--- config.mk ---
export PLATFORM = sky130hd
export DESIGN_NAME = alu_exec_pipe
export DESIGN_NICKNAME = d
export VERILOG_FILES = /design/src/rtl/alu_exec_pipe.sv
export SDC_FILE = /design/constraint.sdc
export NUM_CORES = 1
export LEC_CHECK = 0
export ABC_AREA = 1
export BUFFER_PORTS_ARGS = -buffer_cell sky130_fd_sc_hd__buf_2
export CAP_MARGIN = 30
export CORE_MARGIN = 4
export CORE_UTILIZATION = 38
export CTS_BUF_LIST = sky130_fd_sc_hd__clkbuf_8
export CTS_CLUSTER_SIZE = 30
export DETAILED_ROUTE_END_ITERATION = 7
export PLACE_DENSITY = 0.56
export SLEW_MARGIN = 20
export SYNTH_ARGS = -nofsm -noshare
export SYNTH_HDL_FRONTEND = slang
export SYNTH_SLANG_ARGS = --single-unit
--- constraint.sdc ---
create_clock -name clock -period 4.4 [get_ports clock]
set_input_delay 1.1 -clock clock [delete_from_list [all_inputs] [get_ports clock]]
set_output_delay 1.1 -clock clock [all_outputs]
set_load 0.03 [all_outputs]
--- src/rtl/alu_exec_pipe.sv ---
// Two-stage ALU execute pipe: S1 captures ctrl/operands, S2 holds result and flags.
// Latency: 2 cycles from acceptance to out_valid; one op per cycle when out_ready is held high.
// Backpressure: valid/ready per stage; in_ready is derived from out_ready and stage valids only, and S2 holds while stalled.
module alu_exec_pipe #(
  parameter int DATA_W = 32,
  parameter int ERR_W  = 8
) (
  input  logic              clock,
  input  logic              reset,
  input  logic              in_valid,
  output logic              in_ready,
  input  logic [3:0]        alu_ctrl,
  input  logic [DATA_W-1:0] op_a,
  input  logic [DATA_W-1:0] op_b,
  output logic              out_valid,
  input  logic              out_ready,
  output logic [DATA_W-1:0] result,
  output logic              zero,
  output logic              overflow,
  output logic              illegal,
  output logic [ERR_W-1:0]  err_count
);

  localparam logic [3:0] ALU_AND = 4'b0000;
  localparam logic [3:0] ALU_OR  = 4'b0001;
  localparam logic [3:0] ALU_ADD = 4'b0010;
  localparam logic [3:0] ALU_SUB = 4'b0110;
  localparam logic [3:0] ALU_SLT = 4'b0111;
  localparam logic [3:0] ALU_NOR = 4'b1100;

  typedef struct packed {
    logic [3:0]        ctrl;
    logic [DATA_W-1:0] a;
    logic [DATA_W-1:0] b;
  } op_t;

  typedef struct packed {
    logic [DATA_W-1:0] result;
    logic              zero;
    logic              overflow;
    logic              illegal;
  } res_t;

  logic             s1_valid;
  op_t              s1_op;
  logic             s2_valid;
  res_t             s2_res;
  res_t             res_d;
  logic             s1_adv;
  logic             s2_adv;
  logic [DATA_W-1:0] sum;
  logic [DATA_W-1:0] diff;
  logic             a_msb;
  logic             b_msb;

  assign s2_adv   = !s2_valid || out_ready;
  assign s1_adv   = !s1_valid || s2_adv;
  assign in_ready = s1_adv;

  assign out_valid = s2_valid;
  assign result    = s2_res.result;
  assign zero      = s2_res.zero;
  assign overflow  = s2_res.overflow;
  assign illegal   = s2_res.illegal;

  assign sum   = s1_op.a + s1_op.b;
  assign diff  = s1_op.a - s1_op.b;
  assign a_msb = s1_op.a[DATA_W-1];
  assign b_msb = s1_op.b[DATA_W-1];

  // Result and flags for the op sitting in S1; zero always follows the final result.
  always_comb begin
    res_d = '0;
    case (s1_op.ctrl)
      ALU_AND: res_d.result = s1_op.a & s1_op.b;
      ALU_OR:  res_d.result = s1_op.a | s1_op.b;
      ALU_NOR: res_d.result = ~(s1_op.a | s1_op.b);
      ALU_ADD: begin
        res_d.result   = sum;
        res_d.overflow = (a_msb == b_msb) && (sum[DATA_W-1] != a_msb);
      end
      ALU_SUB: begin
        res_d.result   = diff;
        res_d.overflow = (a_msb != b_msb) && (diff[DATA_W-1] != a_msb);
      end
      ALU_SLT: res_d.result = {{(DATA_W-1){1'b0}}, ($signed(s1_op.a) < $signed(s1_op.b))};
      default: res_d.illegal = 1'b1;
    endcase
    res_d.zero = (res_d.result == '0);
  end

  always_ff @(posedge clock or posedge reset) begin
    if (reset) begin
      s1_valid <= 1'b0;
      s1_op    <= '0;
    end else if (s1_adv) begin
      s1_valid <= in_valid;
      if (in_valid) begin
        s1_op.ctrl <= alu_ctrl;
        s1_op.a    <= op_a;
        s1_op.b    <= op_b;
      end
    end
  end

  // S2 only reloads when S1 carries an op, so a stalled or drained output keeps its last value.
  always_ff @(posedge clock or posedge reset) begin
    if (reset) begin
      s2_valid <= 1'b0;
      s2_res   <= '0;
    end else if (s2_adv) begin
      s2_valid <= s1_valid;
      if (s1_valid) begin
        s2_res <= res_d;
      end
    end
  end

  always_ff @(posedge clock or posedge reset) begin
    if (reset) begin
      err_count <= '0;
    end else if (s2_adv && s1_valid && res_d.illegal && (err_count != {ERR_W{1'b1}})) begin
      err_count <= err_count + ERR_W'(1);
    end
  end

endmodule

==> results of run 1 <==
kinds of logic after synthesis:
family | share of synthesized area (%)
buffers and inverters | 13.0
adder cells (fa/ha/maj) | 11.6
XOR/XNOR | 0.651
multiplexers | 0.105
flip-flops | 26.3
AND/OR/NAND/NOR | 37.5
AO/OA/AOI/OAI | 10.8
flip-flops by register name (all words and copies together), names as in the netlist:
name / count
overflow: 1
s1_valid: 1
a_msb: 1
illegal: 1
zero: 1
err_count: 8
out_valid: 1
s1_op: 66
result: 32
b_msb: 1
final cells by class:
class | instances | area (µm²) | area share (%)
flip-flops and latches | 113 | 2830 | 23.5
well taps | 378 | 473 | 3.93
inverters | 300 | 1130 | 9.37
multi-input cells | 1300 | 6550 | 54.4
clock buffers | 18 | 248 | 2.06
repair buffers | 124 | 666 | 5.53
clock inverters | 14 | 155 | 1.29
layer usage:
metal | global-route usage (%) | share of wire, % | up-vias
met2 | 38.5 | 43 | 344
met3 | 3.88 | 6.4 | 51
met4 | 6.66 | 2.1 | 0
met1 | 36.4 | 49 | 5150
li1 | - | - | 5696
met5 | 0 | 0 | -
report_power, final:
| part | total, mW | switching [mW] | internal, mW |
|---|---|---|---|
| registers | 1.39 | 0.151 | 1.24 |
| clock network | 1.10 | 0.571 | 0.525 |
| logic | 2.98 | 2.12 | 0.855 |
synthesized netlist by cell type, drive strengths merged (3+ instances only):
cell type,n,share of area [%]
a211oi,3,0.21
a21oi,119,5.5
a221oi,23,1.9
a31oi,4,0.23
and2,5,0.29
buf,33,1.6
clkbuf,26,0.93
dfrtp,113,26
ha,97,11
inv,300,10
nand2,523,18
nand3,143,6.7
nand3b,3,0.21
nand4,22,1.3
nor2,265,9.3
nor3,20,1.1
o21ai,44,2.0
o21bai,5,0.35
xor2,6,0.49
worst paths after layout:
kind / slack (ns) / to / start / cells past startpoint
max reg2reg: 1.06 / zero / s1_op[0] / 20
max: 1.06 / zero / s1_op[0] / 20
min in group asynchronous: 0.63 / s1_op[34] / reset / 2
min: 0.48 / result[17] / result[17] / 2
max in group asynchronous: 2.85 / s1_op[48] / reset / 3
min reg2reg: 0.48 / result[17] / result[17] / 2
cell usage in the layout (no fill, tap or decap), types with 2 or more instances in the layout:
master	Yosys	final
nor2_2	3	3
nand2_2	2	2
nand3b_1	3	3
inv_2	5	5
a31oi_1	4	4
clkinv_4	0	5
clkbuf_8	0	18
nand3_2	2	2
clkinvlp_4	0	2
buf_4	2	6
dfrtp_1	113	113
bufinv_16	0	2
xnor2_1	2	2
o21ai_0	43	43
fa_1	2	2
xor2_1	6	6
o21bai_1	5	5
nor3_1	17	17
nor4_1	2	2
inv_1	295	294
nor3_2	3	3
a221oi_1	23	23
and2_1	5	5
ha_1	97	97
nor2_1	262	262
clkinv_2	0	2
nand4_1	22	22
a211oi_1	3	3
nand2_1	521	520
o22ai_1	2	2
buf_2	26	116
a21oi_1	119	119
or2_2	2	2
inv_6	0	3
buf_12	0	2
nand3_1	141	141
tightest hold or removal path, cell delays in order (launching register included):
cell	delay [ns]
dfrtp_1	0.35
nand2_1	0.05
nand2_1	0.05
==> impl_metrics.prom, run 1 <==
# TYPE chip_impl_metric gauge
chip_impl_info{name="crit_slowest_cell",value="dfrtp_1"} 1
chip_impl_metric{name="fill_cells",unit=""} 3116
chip_impl_metric{name="gr-total-overflow",unit=""} 0
chip_impl_info{name="status",value="finished clean"} 1
chip_impl_metric{name="boundaryPins",unit=""} 117
chip_impl_metric{name="first_global_vias",unit=""} 10800
chip_impl_metric{name="ys_async_sr_fraction",unit="%"} 100
chip_impl_metric{name="flops_latches_synth",unit=""} 113
chip_impl_metric{name="grt.total_usage",unit="%"} 25.0
chip_impl_metric{name="synthesis.nets",unit=""} 1943
chip_impl_metric{name="synth_cell_types",unit=""} 42
chip_impl_metric{name="max_freq",unit="MHz"} 300
chip_impl_metric{name="place_worst_setup_slack",unit="ns"} 1.14
chip_impl_metric{name="syn-cell-area",unit="µm²"} 10800
chip_impl_metric{name="post_cts_clock_slew_at_the_launch_and_capture_registers_of_the_worst_setup_and_hold_paths",unit="ns"} 0.09
chip_impl_metric{name="antenna_left",unit=""} 0
chip_impl_metric{name="relSlewSlack",unit="%"} 43.9
chip_impl_metric{name="final_period_util",unit="%"} 75.8
chip_impl_metric{name="insertion_delay",unit="ns"} 0.48
chip_impl_info{name="synth_top_flop_cell",value="dfrtp_1"} 1
chip_impl_info{name="worstHoldPathType",value="reg2reg"} 1
chip_impl_info{name="cts_tree",value="yes"} 1
chip_impl_metric{name="first_pass_grt_wire_length",unit="µm"} 60100
chip_impl_metric{name="synthesis.instances",unit=""} 1772
chip_impl_metric{name="die_area",unit="µm²"} 31100
chip_impl_metric{name="average_cell_area_after_synthesis",unit="µm²"} 6.08
chip_impl_metric{name="antenna_cells_inserted",unit=""} 0
chip_impl_metric{name="clock-skew-final",unit="ns"} 0.0186
chip_impl_metric{name="power_density",unit="nW/µm²"} 453
chip_impl_metric{name="routed_via_density",unit=""} 5.00
chip_impl_metric{name="setup_viol",unit=""} 0
chip_impl_metric{name="first_pass_iters",unit=""} 6
chip_impl_metric{name="critical_path_peak_fanout",unit=""} 4
chip_impl_metric{name="grt_start_max_net_pins",unit=""} 74
chip_impl_metric{name="max-cap-violations",unit=""} 0
chip_impl_metric{name="hold_viol",unit=""} 0
chip_impl_metric{name="via_count",unit=""} 11200
chip_impl_info{name="crit_path_frequent_cell",value="nand2_1"} 1
chip_impl_info{name="worst_path_dominant_cell_family",value="simple AND/OR/NAND/NOR gates"} 1
chip_impl_metric{name="routed_wire_length_per_instance",unit="µm"} 17.3
chip_impl_metric{name="cts.repair_timing.setup_buffer_count",unit=""} 0
chip_impl_metric{name="max-clock-path-buffers",unit=""} 2
chip_impl_metric{name="yosys_warnings",unit=""} 0
chip_impl_metric{name="floorplan.initialDensity",unit="%"} 38.6
chip_impl_metric{name="clock_sink_count",unit=""} 113
chip_impl_metric{name="cts.hold.buffers_added",unit=""} 0
chip_impl_info{name="clockRootBuffer",value="clkbuf_8"} 1
chip_impl_metric{name="placed_area",unit="µm²"} 11600
chip_impl_metric{name="worst_ir_drop_vdd",unit="µV"} 184
chip_impl_metric{name="holdWs",unit="ns"} 0.482
chip_impl_metric{name="slew_violations",unit=""} 0
chip_impl_metric{name="power_total",unit="mW"} 5.46
chip_impl_metric{name="die-width",unit="µm"} 176
chip_impl_metric{name="drc_errors",unit=""} 0
chip_impl_metric{name="place.gp.congestion",unit=""} 0.968
chip_impl_metric{name="syn2layout_area_growth",unit="%"} 11.9
chip_impl_metric{name="fin_tns_setup",unit="ns"} 0
chip_impl_metric{name="post_cts_resized",unit=""} 0
chip_impl_info{name="critical_path_sink_type",value="flip-flop"} 1
chip_impl_info{name="start_kind",value="flip-flop"} 1
chip_impl_metric{name="fin_util",unit="%"} 43.2
chip_impl_metric{name="grt_antenna_before_repair",unit=""} 0
chip_impl_metric{name="totalWireLength",unit="µm"} 38900
chip_impl_info{name="timing_worst_setup_path_type",value="reg2reg"} 1
chip_impl_metric{name="cts_inserted_buffers",unit=""} 17
chip_impl_info{name="path_cells",value="ha_1 -> inv_1 -> fa_1 -> inv_1 -> nand2_1 -> nand2_1 -> nand3_1 -> nand2_1 -> nand2_1 -> nand2_1 -> nand3b_1 -> nand2_1 -> nand2_1 -> nand3_1 -> nand2_1 -> nor2_1 -> nand2_1 -> nor2_1 -> nand3_1 -> nand2_1"} 1
chip_impl_info{name="rsz_0062_raised_after_global_routing",value="no"} 1
chip_impl_metric{name="ys_seq_area_share",unit="%"} 26.3
chip_impl_metric{name="placement.io_buffers",unit=""} 116
chip_impl_metric{name="post-route-worst-setup-slack",unit="ns"} 1.06
chip_impl_metric{name="min_period",unit="ns"} 3.34
chip_impl_metric{name="finish.cell_count_without_fillers",unit=""} 2247
chip_impl_metric{name="nets",unit=""} 2027
chip_impl_metric{name="post-route-cell-area",unit="µm²"} 12000
chip_impl_metric{name="cp.required",unit="ns"} 4.80
chip_impl_metric{name="leakagePower",unit="nW"} 6.93
chip_impl_metric{name="hpwlAfterDp",unit="µm"} 31500
chip_impl_metric{name="numPlacedInstances",unit=""} 2215
chip_impl_metric{name="critical_path_arrival",unit="ns"} 3.74
chip_impl_metric{name="critical_path.n_buffers_inverters",unit=""} 2
chip_impl_metric{name="worst-slew-pin-transition",unit="ns"} 0.840
chip_impl_metric{name="synth-edff-count",unit=""} 0
chip_impl_metric{name="first_iter_violations",unit=""} 944
chip_impl_metric{name="core-area",unit="µm²"} 27900
chip_impl_metric{name="floorplan.die.height",unit="µm"} 176
chip_impl_metric{name="final_layout_size_suffix_gt1_share",unit="%"} 9.47
chip_impl_metric{name="placement_rows",unit=""} 61
chip_impl_metric{name="count_of_h_tree_levels_built_during_cts",unit=""} 4
chip_impl_metric{name="critical-path-max-stage-delay",unit="ns"} 0.39
Power figures use the tool's default switching activity.
==> run 2: changes to the inputs <==
Clock period 4.4 ns to 3.4 ns, I/O delays scaled along.
==> impl_metrics.prom, run 2 (synthesis results as in run 1) <==
# TYPE chip_impl_metric gauge
chip_impl_metric{name="placed_area",unit="µm²"} 11800
chip_impl_metric{name="nets",unit=""} 2040
chip_impl_metric{name="grt_antenna_before_repair",unit=""} 0
chip_impl_metric{name="floorplan.initialDensity",unit="%"} 38.6
chip_impl_metric{name="core-area",unit="µm²"} 27900
chip_impl_info{name="clockRootBuffer",value="clkbuf_8"} 1
chip_impl_metric{name="worst_ir_drop_vdd",unit="µV"} 431
chip_impl_metric{name="placement.io_buffers",unit=""} 116
chip_impl_metric{name="first_pass_iters",unit=""} 7
chip_impl_metric{name="place_worst_setup_slack",unit="ns"} 0.372
chip_impl_metric{name="timing.reg2reg.setup_slack",unit="ns"} 0.36
chip_impl_info{name="timing_worst_setup_path_type",value="reg2reg"} 1
chip_impl_metric{name="finish.cell_count_without_fillers",unit=""} 2260
chip_impl_metric{name="die_area",unit="µm²"} 31100
chip_impl_metric{name="first_iter_violations",unit=""} 1056
chip_impl_metric{name="placement_rows",unit=""} 61
chip_impl_metric{name="cts.hold.buffers_added",unit=""} 0
chip_impl_metric{name="max-clock-path-buffers",unit=""} 2
chip_impl_info{name="commonest_cells_after_routing_fill_and_taps_aside",value="520 x nand2_1, 295 x inv_1, 262 x nor2_1"} 1
chip_impl_metric{name="via_count",unit=""} 11300
chip_impl_info{name="worstHoldPathType",value="in2async"} 1
chip_impl_metric{name="power.share.clock",unit="%"} 20.9
chip_impl_metric{name="first_pass_grt_wire_length",unit="µm"} 60500
chip_impl_metric{name="power_density",unit="nW/µm²"} 592
chip_impl_metric{name="cell_internal_pwr",unit="mW"} 3.59
chip_impl_metric{name="place.gp.congestion",unit=""} 0.966
chip_impl_info{name="start_kind",value="flip-flop"} 1
chip_impl_metric{name="antenna_left",unit=""} 0
chip_impl_metric{name="relSlewSlack",unit="%"} 41.9
chip_impl_metric{name="antenna_cells_inserted",unit=""} 0
chip_impl_metric{name="die-width",unit="µm"} 176
chip_impl_metric{name="first_global_vias",unit=""} 10600
chip_impl_info{name="reg_to_reg_startpoint",value="s1_op[34]"} 1
chip_impl_metric{name="routed_wire_length_per_instance",unit="µm"} 17.5
chip_impl_info{name="most_frequent_standard_cell_in_the_layout_excluding_fill_and_tap_cells",value="nand2_1"} 1
chip_impl_metric{name="power.sequential.fraction",unit="%"} 24.8
chip_impl_metric{name="grt_start_max_net_pins",unit=""} 74
chip_impl_metric{name="combinational_power_share",unit="%"} 54.3
chip_impl_metric{name="hpwlAfterDp",unit="µm"} 32500
chip_impl_info{name="r2r_end",value="zero"} 1
chip_impl_metric{name="post-route-cell-area",unit="µm²"} 12200
chip_impl_metric{name="leakagePower",unit="nW"} 7.01
chip_impl_metric{name="grt.total_usage",unit="%"} 25.4
chip_impl_metric{name="final_period_util",unit="%"} 89.4
chip_impl_metric{name="routed_via_density",unit=""} 5.00
chip_impl_metric{name="critical_path_arrival",unit="ns"} 3.44
chip_impl_metric{name="totalWireLength",unit="µm"} 39500
chip_impl_info{name="rsz_0062_raised_after_global_routing",value="no"} 1
chip_impl_info{name="regMostFlops",value="s1_op"} 1
chip_impl_metric{name="setup_viol",unit=""} 0
chip_impl_metric{name="power_total",unit="mW"} 7.23
chip_impl_metric{name="switching_share",unit="%"} 50.3
chip_impl_metric{name="boundaryPins",unit=""} 117
chip_impl_metric{name="fin_util",unit="%"} 43.8
chip_impl_metric{name="critical_path_peak_fanout",unit=""} 9
chip_impl_metric{name="cp.required",unit="ns"} 3.80
chip_impl_metric{name="numPlacedInstances",unit=""} 2228
chip_impl_metric{name="max_freq",unit="MHz"} 329
chip_impl_metric{name="p_sw",unit="mW"} 3.64
chip_impl_metric{name="hold_viol",unit=""} 0
chip_impl_metric{name="gr-total-overflow",unit=""} 0
chip_impl_metric{name="max-cap-violations",unit=""} 0
chip_impl_info{name="status",value="finished clean"} 1
chip_impl_metric{name="insertion_delay",unit="ns"} 0.49
chip_impl_info{name="critical_path_sink_type",value="flip-flop"} 1
chip_impl_metric{name="clock-skew-final",unit="ns"} 0.0346
chip_impl_metric{name="r2r_cells",unit=""} 18
chip_impl_metric{name="worst-slew-pin-transition",unit="ns"} 0.870
chip_impl_metric{name="syn2layout_area_growth",unit="%"} 13.4
chip_impl_metric{name="final_layout_size_suffix_gt1_share",unit="%"} 10.0
chip_impl_metric{name="slew_violations",unit=""} 0
chip_impl_info{name="cts_tree",value="yes"} 1
chip_impl_metric{name="min_period",unit="ns"} 3.04
chip_impl_metric{name="post_cts_resized",unit=""} 0
chip_impl_metric{name="floorplan.die.height",unit="µm"} 176
chip_impl_metric{name="fin_tns_setup",unit="ns"} 0
chip_impl_metric{name="post_cts_clock_slew_at_the_launch_and_capture_registers_of_the_worst_setup_and_hold_paths",unit="ns"} 0.09
chip_impl_metric{name="holdWs",unit="ns"} 0.440
chip_impl_metric{name="clock_sink_count",unit=""} 113
chip_impl_metric{name="fill_cells",unit=""} 3073
chip_impl_metric{name="cts_inserted_buffers",unit=""} 17
chip_impl_metric{name="cts.repair_timing.setup_buffer_count",unit=""} 0
chip_impl_metric{name="largest_register_ff_count",unit=""} 66
chip_impl_metric{name="drc_errors",unit=""} 0
chip_impl_metric{name="count_of_h_tree_levels_built_during_cts",unit=""} 4
chip_impl_metric{name="post-route-worst-setup-slack",unit="ns"} 0.359
## run 2: power groups by stage
stage	sequential, mW	combinational (mW)	clock [mW]
after global placement	1.82	3.85	0
final	1.80	3.92	1.51
after global routing	1.83	4.38	1.60
after CTS	1.80	3.88	1.55
after floorplan	2.06	2.41	0
after detailed placement	1.82	3.86	0
## run 2: worst max-delay path by stage
stage            end       from  slack, ns  cells after the start
2_1_floorplan  a_msb      reset       1.18                      1
3_5_place_dp    zero  s1_op[25]       0.37                     15
4_1_cts         zero  s1_op[25]       0.34                     15
6_report        zero  s1_op[34]       0.36                     18
3_3_place_gp    zero  s1_op[25]       0.36                     15
5_1_grt         zero  s1_op[34]       0.05                     18
## run 2: final cells by class
class,count,area [µm²],share of cell area (%)
multi-input cells,1300,6550,53.6
well taps,378,473,3.87
clock inverters,12,180,1.48
clock buffers,20,275,2.25
flip-flops and latches,113,2830,23.2
inverters,300,1130,9.25
repair buffers,137,776,6.35
## run 2: routing by layer
layer / share of wire (%) / track usage [%] / wire length (µm) / vias up
met4: 1.7 / 5.36 / 683 / 0
met5: 0 / 0 / 0 / -
met1: 48 / 36.5 / 18900 / 5170
met2: 44 / 40.1 / 17200 / 363
li1: - / - / - / 5725
met3: 6.8 / 4.90 / 2680 / 48
## run 2: critical path, cell delays in order, from the launching register on
cell and delay, ns:
dfrtp_1 0.39, inv_1 0.07, ha_1 0.45, nand2_1 0.08, nand2_1 0.11, inv_1 0.07
nand2_1 0.19, nand2_1 0.10, nand2_1 0.19, nand2_1 0.08, nand3_1 0.08, nand2_1 0.05
nor3_1 0.48, nand2_1 0.13, nor2_1 0.13, nand3_1 0.08, nor2_1 0.16, nand3_1 0.09
nand2_1 0.06
